--- config.mk ---
export PLATFORM = sky130hd
export DESIGN_NAME = axis_bw_tester
export DESIGN_NICKNAME = d
export VERILOG_FILES = /design/src/rtl/bw_test_pkg.sv /design/src/rtl/axis_bw_checker.sv /design/src/rtl/axis_bw_tester.sv
export SDC_FILE = /design/constraint.sdc
export NUM_CORES = 1
export LEC_CHECK = 0
export ABC_AREA = 1
export BUFFER_PORTS_ARGS = -buffer_cell sky130_fd_sc_hd__buf_2
export CORE_AREA = 2 2 275 277
export CTS_CLUSTER_DIAMETER = 30
export CTS_CLUSTER_SIZE = 25
export DETAILED_ROUTE_END_ITERATION = 8
export DIE_AREA = 0 0 277 279
export HOLD_SLACK_MARGIN = 0.15
export PLACE_DENSITY_LB_ADDON = 0.12
export SYNTH_ARGS = -nofsm -noshare
export SYNTH_HDL_FRONTEND = slang
export SYNTH_HIERARCHICAL = 1
export SYNTH_SLANG_ARGS = --single-unit
--- constraint.sdc ---
create_clock -name clock -period 3.3 [get_ports clock]
set_clock_uncertainty 0.05 [all_clocks]
set_input_delay 0.495 -clock clock [delete_from_list [all_inputs] [get_ports clock]]
set_output_delay 0.495 -clock clock [all_outputs]
set_load 0.005 [all_outputs]
--- src/rtl/bw_test_pkg.sv ---
// Shared types and constants for the AXI-Stream bandwidth tester.
// Contents: TX FSM state enum, 32-bit lane width, default burst length,
// and a saturating increment helper used by the RX error counter.
package bw_test_pkg;
  localparam int          LANE_W      = 32;
  localparam logic [31:0] DEF_BEATS_C = 32'h0200_0000;

  typedef enum logic [1:0] {IDLE, SEND, DONE} state_e;

  function automatic logic [31:0] sat_inc(input logic [31:0] v);
    return (v == 32'hFFFF_FFFF) ? v : v + 32'd1;
  endfunction
endpackage

--- src/rtl/axis_bw_checker.sv ---
// RX side of the bandwidth tester: accepts every inbound beat, counts beats,
// captures lane 0 of the last beat and, when BW_RX_CHECK_EN is defined,
// compares each 32-bit lane against the expected sequence number.
// Ports:
//   clock, resetn       clock, async active-low reset
//   clr                 clears counters and expected seq (run start)
//   tdata/tvalid        inbound stream; tready is driven by this block
//   rx_beats            accepted beats since last clr (wraps)
//   rx_errors           beats with any lane mismatch (saturating); 0 if check off
//   rcvd_data           lane 0 of the last accepted beat
// Optional feature macro: BW_RX_CHECK_EN.
module axis_bw_checker
  import bw_test_pkg::*;
#(
  parameter int DW = 256
) (
  input  logic          clock,
  input  logic          resetn,
  input  logic          clr,
  input  logic [DW-1:0] tdata,
  input  logic          tvalid,
  output logic          tready,
  output logic [31:0]   rx_beats,
  output logic [31:0]   rx_errors,
  output logic [31:0]   rcvd_data
);
  localparam int LANES = DW / LANE_W;

  logic hs;
  assign hs = tvalid && tready;

  // tready comes up one cycle after reset release and stays high.
  always_ff @(posedge clock or negedge resetn) begin
    if (!resetn) begin
      tready    <= 1'b0;
      rx_beats  <= '0;
      rcvd_data <= '0;
    end else begin
      tready <= 1'b1;
      if (hs) rcvd_data <= tdata[LANE_W-1:0];
      // A beat coinciding with clr is dropped from the count.
      if (clr)     rx_beats <= '0;
      else if (hs) rx_beats <= rx_beats + 32'd1;
    end
  end

`ifdef BW_RX_CHECK_EN
  logic [31:0] exp_seq;
  logic        mism;

  always_comb begin
    mism = 1'b0;
    for (int i = 0; i < LANES; i++)
      if (tdata[i*LANE_W +: LANE_W] != exp_seq) mism = 1'b1;
  end

  always_ff @(posedge clock or negedge resetn) begin
    if (!resetn) begin
      exp_seq   <= '0;
      rx_errors <= '0;
    end else if (clr) begin
      exp_seq   <= '0;
      rx_errors <= '0;
    end else if (hs) begin
      if (mism) begin
        rx_errors <= sat_inc(rx_errors);
        // Resync on whatever lane 0 carried so one bad beat costs one error.
        exp_seq   <= tdata[LANE_W-1:0] + 32'd1;
      end else begin
        exp_seq <= exp_seq + 32'd1;
      end
    end
  end
`else
  logic unused_data;
  assign unused_data = ^tdata;
  assign rx_errors   = '0;
`endif
endmodule

--- src/rtl/axis_bw_tester.sv ---
// AXI-Stream bandwidth tester for the C2C link.
// TX: on start, sends N sequence-numbered beats (seq replicated in every
// 32-bit lane), TLAST every PKT_LEN beats and on the final beat, and reports
// cycles from first TVALID to final handshake. RX: see axis_bw_checker.
// Ports:
//   clock, resetn              clock, async active-low reset
//   start, beat_count          run trigger and length (0 -> DEF_BEATS)
//   busy, done, xfer_time      run status, end pulse, measured cycles
//   rx_beats, rx_errors, rcvd_data   RX statistics
//   IN_AXIS_*, OUT_AXIS_*      inbound / outbound streams
// Optional feature macro: BW_RX_CHECK_EN (RX pattern compare).
module axis_bw_tester
  import bw_test_pkg::*;
#(
  parameter int          DW        = 256,
  parameter int          PKT_LEN   = 1,
  parameter logic [31:0] DEF_BEATS = DEF_BEATS_C
) (
  input  logic          clock,
  input  logic          resetn,
  input  logic          start,
  input  logic [31:0]   beat_count,
  output logic          busy,
  output logic          done,
  output logic [63:0]   xfer_time,
  output logic [31:0]   rx_beats,
  output logic [31:0]   rx_errors,
  output logic [31:0]   rcvd_data,
  input  logic [DW-1:0] IN_AXIS_TDATA,
  input  logic          IN_AXIS_TVALID,
  input  logic          IN_AXIS_TLAST,
  output logic          IN_AXIS_TREADY,
  output logic [DW-1:0] OUT_AXIS_TDATA,
  output logic          OUT_AXIS_TVALID,
  output logic          OUT_AXIS_TLAST,
  input  logic          OUT_AXIS_TREADY
);
  localparam logic [31:0] PKT_LAST = 32'(PKT_LEN - 1);

  state_e      state;
  logic [63:0] cycle_counter;
  logic [63:0] t0;
  logic [31:0] n_beats;
  logic [31:0] seq;
  logic [31:0] pkt_cnt;
  logic        clr;
  logic        unused_tlast;

  assign unused_tlast = IN_AXIS_TLAST;
  assign clr          = start && (state == IDLE);

  // Data and TLAST derive only from registered seq/pkt_cnt, so they hold
  // steady for as long as a beat is stalled.
  assign OUT_AXIS_TDATA = {(DW/LANE_W){seq}};
  assign OUT_AXIS_TLAST = (pkt_cnt == PKT_LAST) || (seq == n_beats - 32'd1);

  always_ff @(posedge clock or negedge resetn) begin
    if (!resetn) cycle_counter <= '0;
    else         cycle_counter <= cycle_counter + 64'd1;
  end

  always_ff @(posedge clock or negedge resetn) begin
    if (!resetn) begin
      state           <= IDLE;
      busy            <= 1'b0;
      done            <= 1'b0;
      OUT_AXIS_TVALID <= 1'b0;
      xfer_time       <= '0;
      t0              <= '0;
      n_beats         <= '0;
      seq             <= '0;
      pkt_cnt         <= '0;
    end else begin
      case (state)
        IDLE: begin
          done <= 1'b0;
          if (start) begin
            n_beats         <= (beat_count != 32'd0) ? beat_count : DEF_BEATS;
            seq             <= '0;
            pkt_cnt         <= '0;
            // Counter value seen during the first SEND cycle.
            t0              <= cycle_counter + 64'd1;
            OUT_AXIS_TVALID <= 1'b1;
            busy            <= 1'b1;
            state           <= SEND;
          end
        end
        SEND: begin
          if (OUT_AXIS_TVALID && OUT_AXIS_TREADY) begin
            seq     <= seq + 32'd1;
            pkt_cnt <= (pkt_cnt == PKT_LAST) ? '0 : pkt_cnt + 32'd1;
            if (seq == n_beats - 32'd1) begin
              xfer_time       <= cycle_counter - t0 + 64'd1;
              OUT_AXIS_TVALID <= 1'b0;
              done            <= 1'b1;
              state           <= DONE;
            end
          end
        end
        DONE: begin
          done  <= 1'b0;
          busy  <= 1'b0;
          state <= IDLE;
        end
        default: state <= IDLE;
      endcase
    end
  end

  axis_bw_checker #(.DW(DW)) u_chk (
    .clock     (clock),
    .resetn    (resetn),
    .clr       (clr),
    .tdata     (IN_AXIS_TDATA),
    .tvalid    (IN_AXIS_TVALID),
    .tready    (IN_AXIS_TREADY),
    .rx_beats  (rx_beats),
    .rx_errors (rx_errors),
    .rcvd_data (rcvd_data)
  );
endmodule

-- Yosys cells after proc, flatten, opt, wreduce, memory -nomap -nowiden
Cells that the tools add are included.
- register bits: 358
- bits of input ports: 294
- output and inout port bits: 421
- $add $sub $neg: 7
- equality and inequality tests: 6
- mux-type cells: 21
- reductions and logical operators: 19
- operators with widths (operator ; count):
    2-to-1 mux 32 bit ; 7
    adder 64 x 1 -> 64 bit (second input constant) ; 2
    one-hot mux 32 bit (2 select lines) ; 2
    adder 32 x 1 -> 32 bit (second input constant) ; 3
    subtractor 64 bit ; 1
    == test 32 bit ; 1
    zero test 32 bit ; 1
    nonzero test 32 bit ; 1
    subtractor 32 x 1 -> 32 bit (second input constant) ; 1
    AND reduction 3 bit ; 4
    nonzero test 2 bit ; 4
    2-to-1 mux 2 bit ; 3
    != test 2 bit (second input constant) ; 3
    one-hot mux 1 bit (2 select lines) ; 3
    2-to-1 mux 1 bit ; 5
    one-hot mux 2 bit (2 select lines) ; 1
    AND reduction 2 bit ; 2
    AND reduction 4 bit ; 1
    logical AND 1 bit ; 3
    == test 2 x 1 -> 1 bit (second input constant) ; 1
    == test 2 bit (second input constant) ; 1
    zero test 2 bit ; 1
    OR reduction 2 bit ; 1
    logical OR 1 bit ; 1

-- Longest topological paths before layout
Gate-level depths: netlist of the first run.
- depth in word-level cells: 5
- depth in mapped cells: 20

-- Modules after synthesis
Netlist of the first run, hierarchy kept.
- modules (own cells, without submodules) (module ; instances ; cells each ; area an instance (µm²)):
    axis_bw_tester ; 1 ; 3460 ; 23471.3
    axis_bw_checker ; 1 ; 447 ; 3415.8

-- Worst setup path after synthesis of the first run
No wires, ideal clock.
- kind: flip-flop to flip-flop
- from: register cycle_counter[1]
- to: register xfer_time[49]
- arrival: 2.391 ns
- required time: 3.137 ns
- path slack: 0.745 ns
- stages on the path, launching flop included: 19
- period minus slack after synthesis: 2.555 ns
- cells stage by stage: dfrtp_1 -> inv_1 -> ha_1 -> inv_1 -> ha_1 -> inv_1 -> fa_1 -> o21bai_1 -> nand2_1 -> nand2_1 -> nand2_1 -> nand2_1 -> nand3_1 -> nand3_1 -> nand2_1 -> nand2_1 -> nand4_1 -> nand2_1 -> inv_1
- cells in the longest elaborated chain, start to end: 2
- ends and longest elaborated chain (element ; RTL line ; source):
    from (decl) ; axis_bw_tester.sv:41 ; logic [63:0] cycle_counter;
    from (signal assigned) ; axis_bw_tester.sv:59 ; else cycle_counter <= cycle_counter + 64'd1;
    subtractor 64 bit ; axis_bw_tester.sv:93 ; xfer_time <= cycle_counter - t0 + 64'd1;
    adder 64 x 1 -> 64 bit ; axis_bw_tester.sv:93 ;
    to (signal assigned) ; axis_bw_tester.sv:93 ;
    to (decl) ; axis_bw_tester.sv:25 ; output logic [63:0] xfer_time,
Every way passes these cells.
A chain may end at the register's enable or synchronous reset.

-- Worst setup path after layout of the first run
- from: register n_beats[0]
- to: output OUT_AXIS_TLAST
- cells in the longest elaborated chain, start to end: 3
- ends and longest elaborated chain (element ; RTL line ; source):
    from (decl) ; axis_bw_tester.sv:43 ; logic [31:0] n_beats;
    from (signal assigned) ; axis_bw_tester.sv:78 ; n_beats <= (beat_count != 32'd0) ? beat_count : DEF_BEATS;
    subtractor 32 x 1 -> 32 bit ; axis_bw_tester.sv:55 ; assign OUT_AXIS_TLAST = (pkt_cnt == PKT_LAST) || (seq == n_beats - 32'd1);
    == test 32 bit ; axis_bw_tester.sv:55 ;
    logical OR 1 bit ; axis_bw_tester.sv:55 ;
    to (decl) ; axis_bw_tester.sv:35 ; output logic OUT_AXIS_TLAST,
Every way passes these cells.

==> results of run 1 <==
==> flip-flops by register name, indices dropped and copies added, names as in the netlist <==
name / count
state: 2
OUT_AXIS_TVALID: 1
done: 1
cycle_counter: 64
busy: 1
u_chk/tready: 1
t0: 64
pkt_cnt: 32
xfer_time: 64
seq: 32
u_chk/rcvd_data: 32
n_beats: 32
u_chk/rx_beats: 32
==> power breakdown <==
part	internal [mW]	total (mW)	switching, mW
clock	7.12	10.2	3.05
sequential	4.50	4.61	0.110
combinational	0.236	0.582	0.345
==> cell usage after synthesis, types with 6 or more instances <==
cell / n / share of area, %
o21ai_0: 149 / 2.8
ha_1: 131 / 6.1
inv_1: 618 / 8.6
nand2_1: 1140 / 16
xnor2_1: 61 / 2.0
xor2_1: 72 / 2.3
buf_6: 15 / 0.63
dfrtp_1: 358 / 33
nor3b_1: 6 / 0.17
nand4_1: 140 / 3.3
nor2_2: 22 / 0.51
nor4_1: 31 / 0.72
a21oi_1: 139 / 2.6
buf_4: 262 / 7.3
clkbuf_1: 39 / 0.54
nand3b_1: 21 / 0.59
nor3_1: 87 / 1.6
nor2_1: 360 / 5.0
nand2_2: 15 / 0.35
inv_2: 8 / 0.11
o21bai_1: 16 / 0.45
nand3_1: 137 / 2.6
nor2_4: 16 / 0.67
==> critical path, stage by stage, from the launching register on <==
cell	delay [ps]
dfrtp_1	380
inv_2	100
ha_4	170
nand2_4	60
nor2_4	190
buf_6	140
xor2_4	160
nand3_2	70
nor2_1	80
nand3_1	90
nor2_1	100
nand3_1	130
nor2_1	140
nand3_2	130
nand2_4	120
buf_6	110
==> area by class of cell <==
type / count / area, sq um / share of cell area [%]
Clock buffer: 133 / 2730 / 8.19
Multi-Input combinational cell: 2627 / 13600 / 40.6
Timing Repair Buffer: 602 / 3680 / 11.0
Clock inverter: 48 / 863 / 2.59
Inverter: 629 / 2360 / 7.08
Antenna cell: 1 / 2.50 / 0.00750
Sequential cell: 358 / 8970 / 26.9
Tap cell: 969 / 1210 / 3.63
==> logic make-up (layout without fill, tap and decap cells) <==
group / count (synthesis) / in the layout
and+or+nand+nor: 1995 / 1995
buffers and inverters: 953 / 1412
DFF: 358 / 358
AOI/OAI and AO/OA: 332 / 332
xor gates and xnor gates: 135 / 135
adders and majority gates: 132 / 132
other: 2 / 34
==> routing by layer <==
layer	part of all wire [%]	vias to the layer above
met1	42	12000
li1	-	12800
met4	4.0	0
met3	5.6	159
met2	49	826
met5	0	-
==> how the worst max path moves through the flow <==
stage | start | endpoint | slack (ps) | depth (start not counted)
after global routing | n_beats[0]$_DFFE_PN0P_ | OUT_AXIS_TLAST | -250 | 15
after floorplan | cycle_counter[1]$_DFF_PN0_ | xfer_time[49]$_DFFE_PN0P_ | 750 | 18
after global placement | n_beats[0]$_DFFE_PN0P_ | OUT_AXIS_TLAST | 130 | 15
after CTS | n_beats[1]$_DFFE_PN0P_ | OUT_AXIS_TLAST | -130 | 15
final | n_beats[0]$_DFFE_PN0P_ | OUT_AXIS_TLAST | -110 | 15
after detailed placement | n_beats[0]$_DFFE_PN0P_ | OUT_AXIS_TLAST | 140 | 15
==> stage by stage <==
step | worst slack (ps) | hold WS, ps | power, mW | instances | utilization (%)
3_5_place_dp | 137 | 414 | 5.20 | 5106 | 38.9
6_report | -106 | 219 | 15.4 | 5367 | 45.1
5_1_grt | -251 | 204 | 15.9 | 5366 | 45.1
2_1_floorplan | 745 | 149 | 4.88 | 3938 | -
4_1_cts | -126 | 187 | 15.5 | 5365 | 44.9
3_3_place_gp | 133 | 412 | 5.20 | 5106 | 38.9
==> timing repair <==
item | CTS | global route
endpoints found under the setup margin | 1 | 17
hold buffers | 65 | 0
cloned | 0 | 0
endpoints found under the hold margin | 127 | 0
setup buffers | 13 | 1
resized for setup | 29 | 25
pin swaps | 10 | 7
==> metrics.md, run 1 <==
| Metric | Value |
|---|---|
| Peak supply drop | `0.000496 V` |
| Largest net degree at the start of global routing | `77` |
| Synth async-reset ratio | `100%` |
| Die Span Y | `279 um` |
| Commonest non-fill, non-tap cell in the layout | `nand2_1` |
| Ys flop type | `dfrtp_1` |
| IO Port Bufs | `457` |
| MaxCap Viol Count | `0` |
| Avg WL per Cell | `18.7 um` |
| Met2 Use GR | `45.0%` |
| Dpl hpwl | `80.5 mm` |
| Tmin final | `3410 ps` |
| CTS tree | `yes` |
| Crit path kind | `reg2out` |
| Hold Vio Cnt, Final | `0` |
| Final Max Slew Viols | `0` |
| Multiplexer area fraction after synthesis | `0%` |
| Initial antenna violation count | `2` |
| Final setup TNS | `-106 ps` |
| Hold depth | `4` |
| Remaining Overflow, GRT | `0` |
| Post-synth EDFFs | `0` |
| Vias | `25.8k` |
| First-pass iteration count of the detailed router | `5` |
| Main combinational cell family by area after synthesis | `simple AND/OR/NAND/NOR gates` |
| Tcrit/Tclk final | `103%` |
| Seq/Total Area, Yosys | `33.3%` |
| Fin nets | `4741` |
| GR Util All Layers | `25.7%` |
| H-tree depth | `3` |
| Synth-to-layout area growth | `24.1%` |
| CP required | `2750 ps` |
| Post-route cell area | `33400 sq um` |
| Worst-margin pin slew | `748 ps` |
| Die area | `77300 sq um` |
| Status | `finished with violations` |
| Final Worst Setup Slack | `-106 ps` |
| Reg clk slew, reported paths | `40 ps` |
| Met3 GRT Util | `4.18%` |
| First-pass GRT wire length | `151 mm` |
| Fillers | `7760` |
| Worst relative slew slack | `50.2%` |
| Total core area | `74100 sq um` |
| Final setup violation count | `1` |
| Synth Area in Simple Gates | `32.1%` |
| Syn Std Cell Area | `26900 sq um` |
| Post-Syn Instances | `3907` |
| Failing checks | `negative setup slack` |
| Clock Latency Late Sink | `680 ps` |
| Detailed-route vias per instance | `4.81` |
| Post-DP Area | `28800 sq um` |
| Clock Path Buffers | `3` |
| Die W | `277 um` |
| Post-synthesis adder-cell area fraction | `6.17%` |
| Worst reg2reg startpoint | `cycle_counter[3]$_DFF_PN0_` |
| CP startpoint kind | `flip-flop` |
| Clock tree sinks | `358` |
| Post-synthesis compound-gate area fraction | `6.56%` |
| Worst Hold Class | `in2reg` |
| Worst R2R Path Depth | `14` |
| Unrepaired setup endpoints after global routing | `yes` |
| XOR/XNOR Fraction of Synth Area | `4.45%` |
| Share of layout cells above drive strength 1 | `18.7%` |
| R2R Path End | `xfer_time[32]$_DFFE_PN0P_` |
| Initial Util | `36.3%` |
| Yosys synthesis warning count | `6` |
| Hold EP | `state[0]$_DFFE_PN0P_` |
| Avg Cell Area, Syn | `6.88 sq um` |
| DR iter-0 viols | `1733` |
| Io pins | `715` |
| Rows | `100` |
| Crit path capture type | `output pin` |
| Worst hold start | `OUT_AXIS_TREADY` |
| Clk root buf | `clkbuf_16` |
| PwrDens | `460 nW/um^2` |
| R2r setup slk | `250 ps` |
| Most frequent cells in the layout | `1130 x nand2_1, 615 x inv_1, 455 x buf_2, 352 x dfrtp_1, 349 x nor2_1` |
| Fmax | `294 MHz` |
| Synth unique cells | `52` |
| CP Max Fanout | `5` |
| Num CTS Buffers | `97` |
| DRC viols | `0` |
| Number of global-route vias before repair | `25.3k` |
| CP arrival | `2860 ps` |
| Top Usage Layer GRT | `met2` |
| Drt total wl | `100 mm` |
| Pleak | `18.0 nW` |
| Met1 Use GR | `31.4%` |
| Routability Congestion | `0.940` |
| Post-route ant nets | `0` |
| Synth Register Bits | `358` |
Note: power is estimated with default switching activity, not from simulation.
==> run 2: changes to the inputs <==
--- a/config.mk
+++ b/config.mk
@@ -13,8 +13,10 @@
 export DETAILED_ROUTE_END_ITERATION = 8
 export DIE_AREA = 0 0 277 279
 export HOLD_SLACK_MARGIN = 0.15
+export MAX_ROUTING_LAYER = met4
 export PLACE_DENSITY_LB_ADDON = 0.12
 export SYNTH_ARGS = -nofsm -noshare
 export SYNTH_HDL_FRONTEND = slang
 export SYNTH_HIERARCHICAL = 1
 export SYNTH_SLANG_ARGS = --single-unit
+export TNS_END_PERCENT = 30
==> run 2 against run 1 <==
The run still ends with negative setup slack left. Clock power is 5% lower. Utilization is 0.18 points lower. Cell area is 0.41% lower. Global-route usage is 0.92 points higher. Total power is 3.2% lower. Setup slack better by 94 ps. Non-clock buffer count is 11 higher. Hold slack better by 88 ps. First-iteration DRC count is 7.2% lower. Flip-flop and latch count stayed put. Combinational power is 2% higher. Largest cell class unchanged.
==> metrics.md, run 2 (synthesis results as in run 1) <==
| Metric | Value |
|---|---|
| Status | `finished with violations` |
| Failing checks | `negative setup slack` |
| Place WS | `191 ps (+53.7 ps)` |
| Crit path kind | `reg2out` |
| R2R Path End | `xfer_time[45]$_DFFE_PN0P_` |
| Placed Cells | `5114 (+0.16%)` |
| Drt total wl | `101 mm (+0.77%)` |
| Metal3 WL | `5.03 mm (-9.8%)` |
| Total core area | `74100 sq um (unchanged)` |
| Commonest non-fill, non-tap cell in the layout | `nand2_1` |
| Worst Hold Class | `in2reg` |
| Detailed-route vias per instance | `4.82 (about the same)` |
| First-pass iteration count of the detailed router | `6 (+1)` |
| Post-route ant nets | `0 (unchanged)` |
| Avg WL per Cell | `18.8 um (+0.83%)` |
| CP required | `2750 ps (about the same)` |
| Biggest regs | `cycle_counter (64), t0 (64), xfer_time (64)` |
| Met2 WL | `48.7 mm (about the same)` |
| Worst R2R Path Depth | `19 (+5)` |
| Rows | `100 (unchanged)` |
| Hold Vio Cnt, Final | `0 (unchanged)` |
| First-pass GRT wire length | `152 mm (+0.54%)` |
| R2r setup slk | `250 ps (about the same)` |
| Clock Latency Late Sink | `660 ps (-20 ps)` |
| Fin nets | `4747 (+0.13%)` |
| Final Max Slew Viols | `0 (unchanged)` |
| Share of layout cells above drive strength 1 | `18.8% (+0.15 points)` |
| Tmin final | `3310 ps (-93.8 ps)` |
| H-tree depth | `3 (unchanged)` |
| Initial antenna violation count | `2 (unchanged)` |
| Ant diodes | `0 (-1)` |
| Die Span Y | `279 um (unchanged)` |
| CTS tree | `yes` |
| Pleak | `18.0 nW (-0.18%)` |
| CP arrival | `2770 ps (-90 ps)` |
| MaxCap Viol Count | `0 (unchanged)` |
| Largest net degree at the start of global routing | `84 (+9.1%)` |
| Synth-to-layout area growth | `23.6%` |
| IO Port Bufs | `457 (unchanged)` |
| Io pins | `715 (unchanged)` |
| Remaining Overflow, GRT | `0 (unchanged)` |
| Number of global-route vias before repair | `25.5k (+0.81%)` |
| Most frequent cells in the layout | `1132 x nand2_1, 615 x inv_1, 456 x buf_2, 348 x dfrtp_1, 346 x nor2_1` |
| Dpl hpwl | `81.4 mm (+1.1%)` |
| CP startpoint kind | `flip-flop` |
| Routability Congestion | `0.959 (+2.0%)` |
| Worst hold start | `OUT_AXIS_TREADY` |
| Hold EP | `state[0]$_DFFE_PN0P_` |
| Reg clk slew, reported paths | `40 ps (about the same)` |
| WL met1 | `42.7 mm (+2.0%)` |
| Final Worst Setup Slack | `-11.9 ps (+93.8 ps)` |
| Die area | `77300 sq um (unchanged)` |
| Top Metal Used | `met4` |
| DR iter-0 viols | `1609 (-7.2%)` |
| Die W | `277 um (unchanged)` |
| Peak supply drop | `0.000417 V (-16%)` |
| Crit path capture type | `output pin` |
| Fillers | `7903 (+1.8%)` |
| Clock tree sinks | `358 (unchanged)` |
| Clk root buf | `clkbuf_16` |
| CP Max Fanout | `5 (unchanged)` |
| GR Util All Layers | `26.6% (+0.92 points)` |
| Hold depth | `4 (unchanged)` |
| Tcrit/Tclk final | `100% (-2.8 points)` |
| Worst reg2reg startpoint | `cycle_counter[1]$_DFF_PN0_` |
| Initial Util | `36.3% (unchanged)` |
| Unrepaired setup endpoints after global routing | `yes` |
| Final core occ | `44.9% (-0.18 points)` |
| Vias | `25.8k (-0.035%)` |
| Clock Path Buffers | `3 (unchanged)` |
| Num CTS Buffers | `92 (-5.2%)` |
| Final setup violation count | `1 (unchanged)` |
| Layout Cells excl Fill | `5364 (-0.056%)` |
| Worst-margin pin slew | `803 ps (+55.0 ps)` |
| Fmax | `302 MHz (+2.8%)` |
| DRC viols | `0 (unchanged)` |
| Worst relative slew slack | `46.5% (-3.7 points)` |
| PwrDens | `447 nW/um^2 (-2.8%)` |
==> run 2: changes by cell type in the layout (fill, tap and decap cells not counted), moves of 4 or more <==
cell and change:
buf_4 +8, clkbuf_1 -5, clkbuf_16 -5, dfrtp_1 -4, dfrtp_2 +4, nor2_2 +4
==> run 2: cell type report <==
| type | count | area, sq um | share of cell area, % |
|---|---|---|---|
| clock buffers | 125 | 2620 | 7.87 |
| clock inverters | 43 | 758 | 2.28 |
| inverters | 629 | 2360 | 7.11 |
| multi-input cells | 2627 | 13500 | 40.7 |
| flip-flops and latches | 358 | 8970 | 27.0 |
| well taps | 969 | 1210 | 3.65 |
| repair buffers | 613 | 3800 | 11.4 |
==> run 2: timing repair <==
action                                  CTS  global route
cloned                                    0             0
resized for setup                        38            15
endpoints found under the setup margin    1            14
pin swaps                                 8             4
hold buffers                             65             0
hold endpoints to repair                135             0
buffers inserted                         16             1
==> run 2: power by group <==
part	internal (mW)	leakage, nW	switching [mW]
sequential	4.50	4.00	0.112
clock	6.71	1.64	2.95
combinational	0.243	12.4	0.350
==> run 2: how the worst max path moves through the flow <==
| stage | startpoint | to |
|---|---|---|
| global route | n_beats[0]$_DFFE_PN0P_ | OUT_AXIS_TLAST |
| global placement | cycle_counter[1]$_DFF_PN0_ | xfer_time[59]$_DFFE_PN0P_ |
| detailed placement | cycle_counter[1]$_DFF_PN0_ | xfer_time[59]$_DFFE_PN0P_ |
| floorplan | cycle_counter[1]$_DFF_PN0_ | xfer_time[49]$_DFFE_PN0P_ |
| CTS | n_beats[1]$_DFFE_PN0P_ | OUT_AXIS_TLAST |
| finish | n_beats[1]$_DFFE_PN0P_ | OUT_AXIS_TLAST |
==> run 2: layer usage <==
layer	up-vias	global-route usage, %
met2	778	45.5
met1	12000	31.3
met4	0	11.2
li1	12900	-
met3	199	4.07
met5	-	-
==> run 2: worst max-delay path, cell delays in order (launching register included) <==
cell and delay, ps:
dfrtp_1 390, inv_2 90, ha_4 150, nand2_1 90
nor2_4 140, nand3_1 130, nor2_1 230, nand3_1 110
nor2_1 210, nand4_1 120, nand4_1 110, nor2_1 60
nand3_2 90, nand2_2 90, buf_2 150
==> run 2: metrics by stage <==
stage / hold WS (ps) / TNS [ps] / area [sq um] / power (mW)
final: 307 / -11.9 / 33200 / 14.9
after global routing: 265 / -198 / 33200 / 15.4
after CTS: 240 / -27.3 / 33200 / 15.0
after detailed placement: 410 / 0 / 28900 / 5.21
after global placement: 414 / 0 / 28900 / 5.21
after floorplan: 149 / 0 / 27000 / 4.88
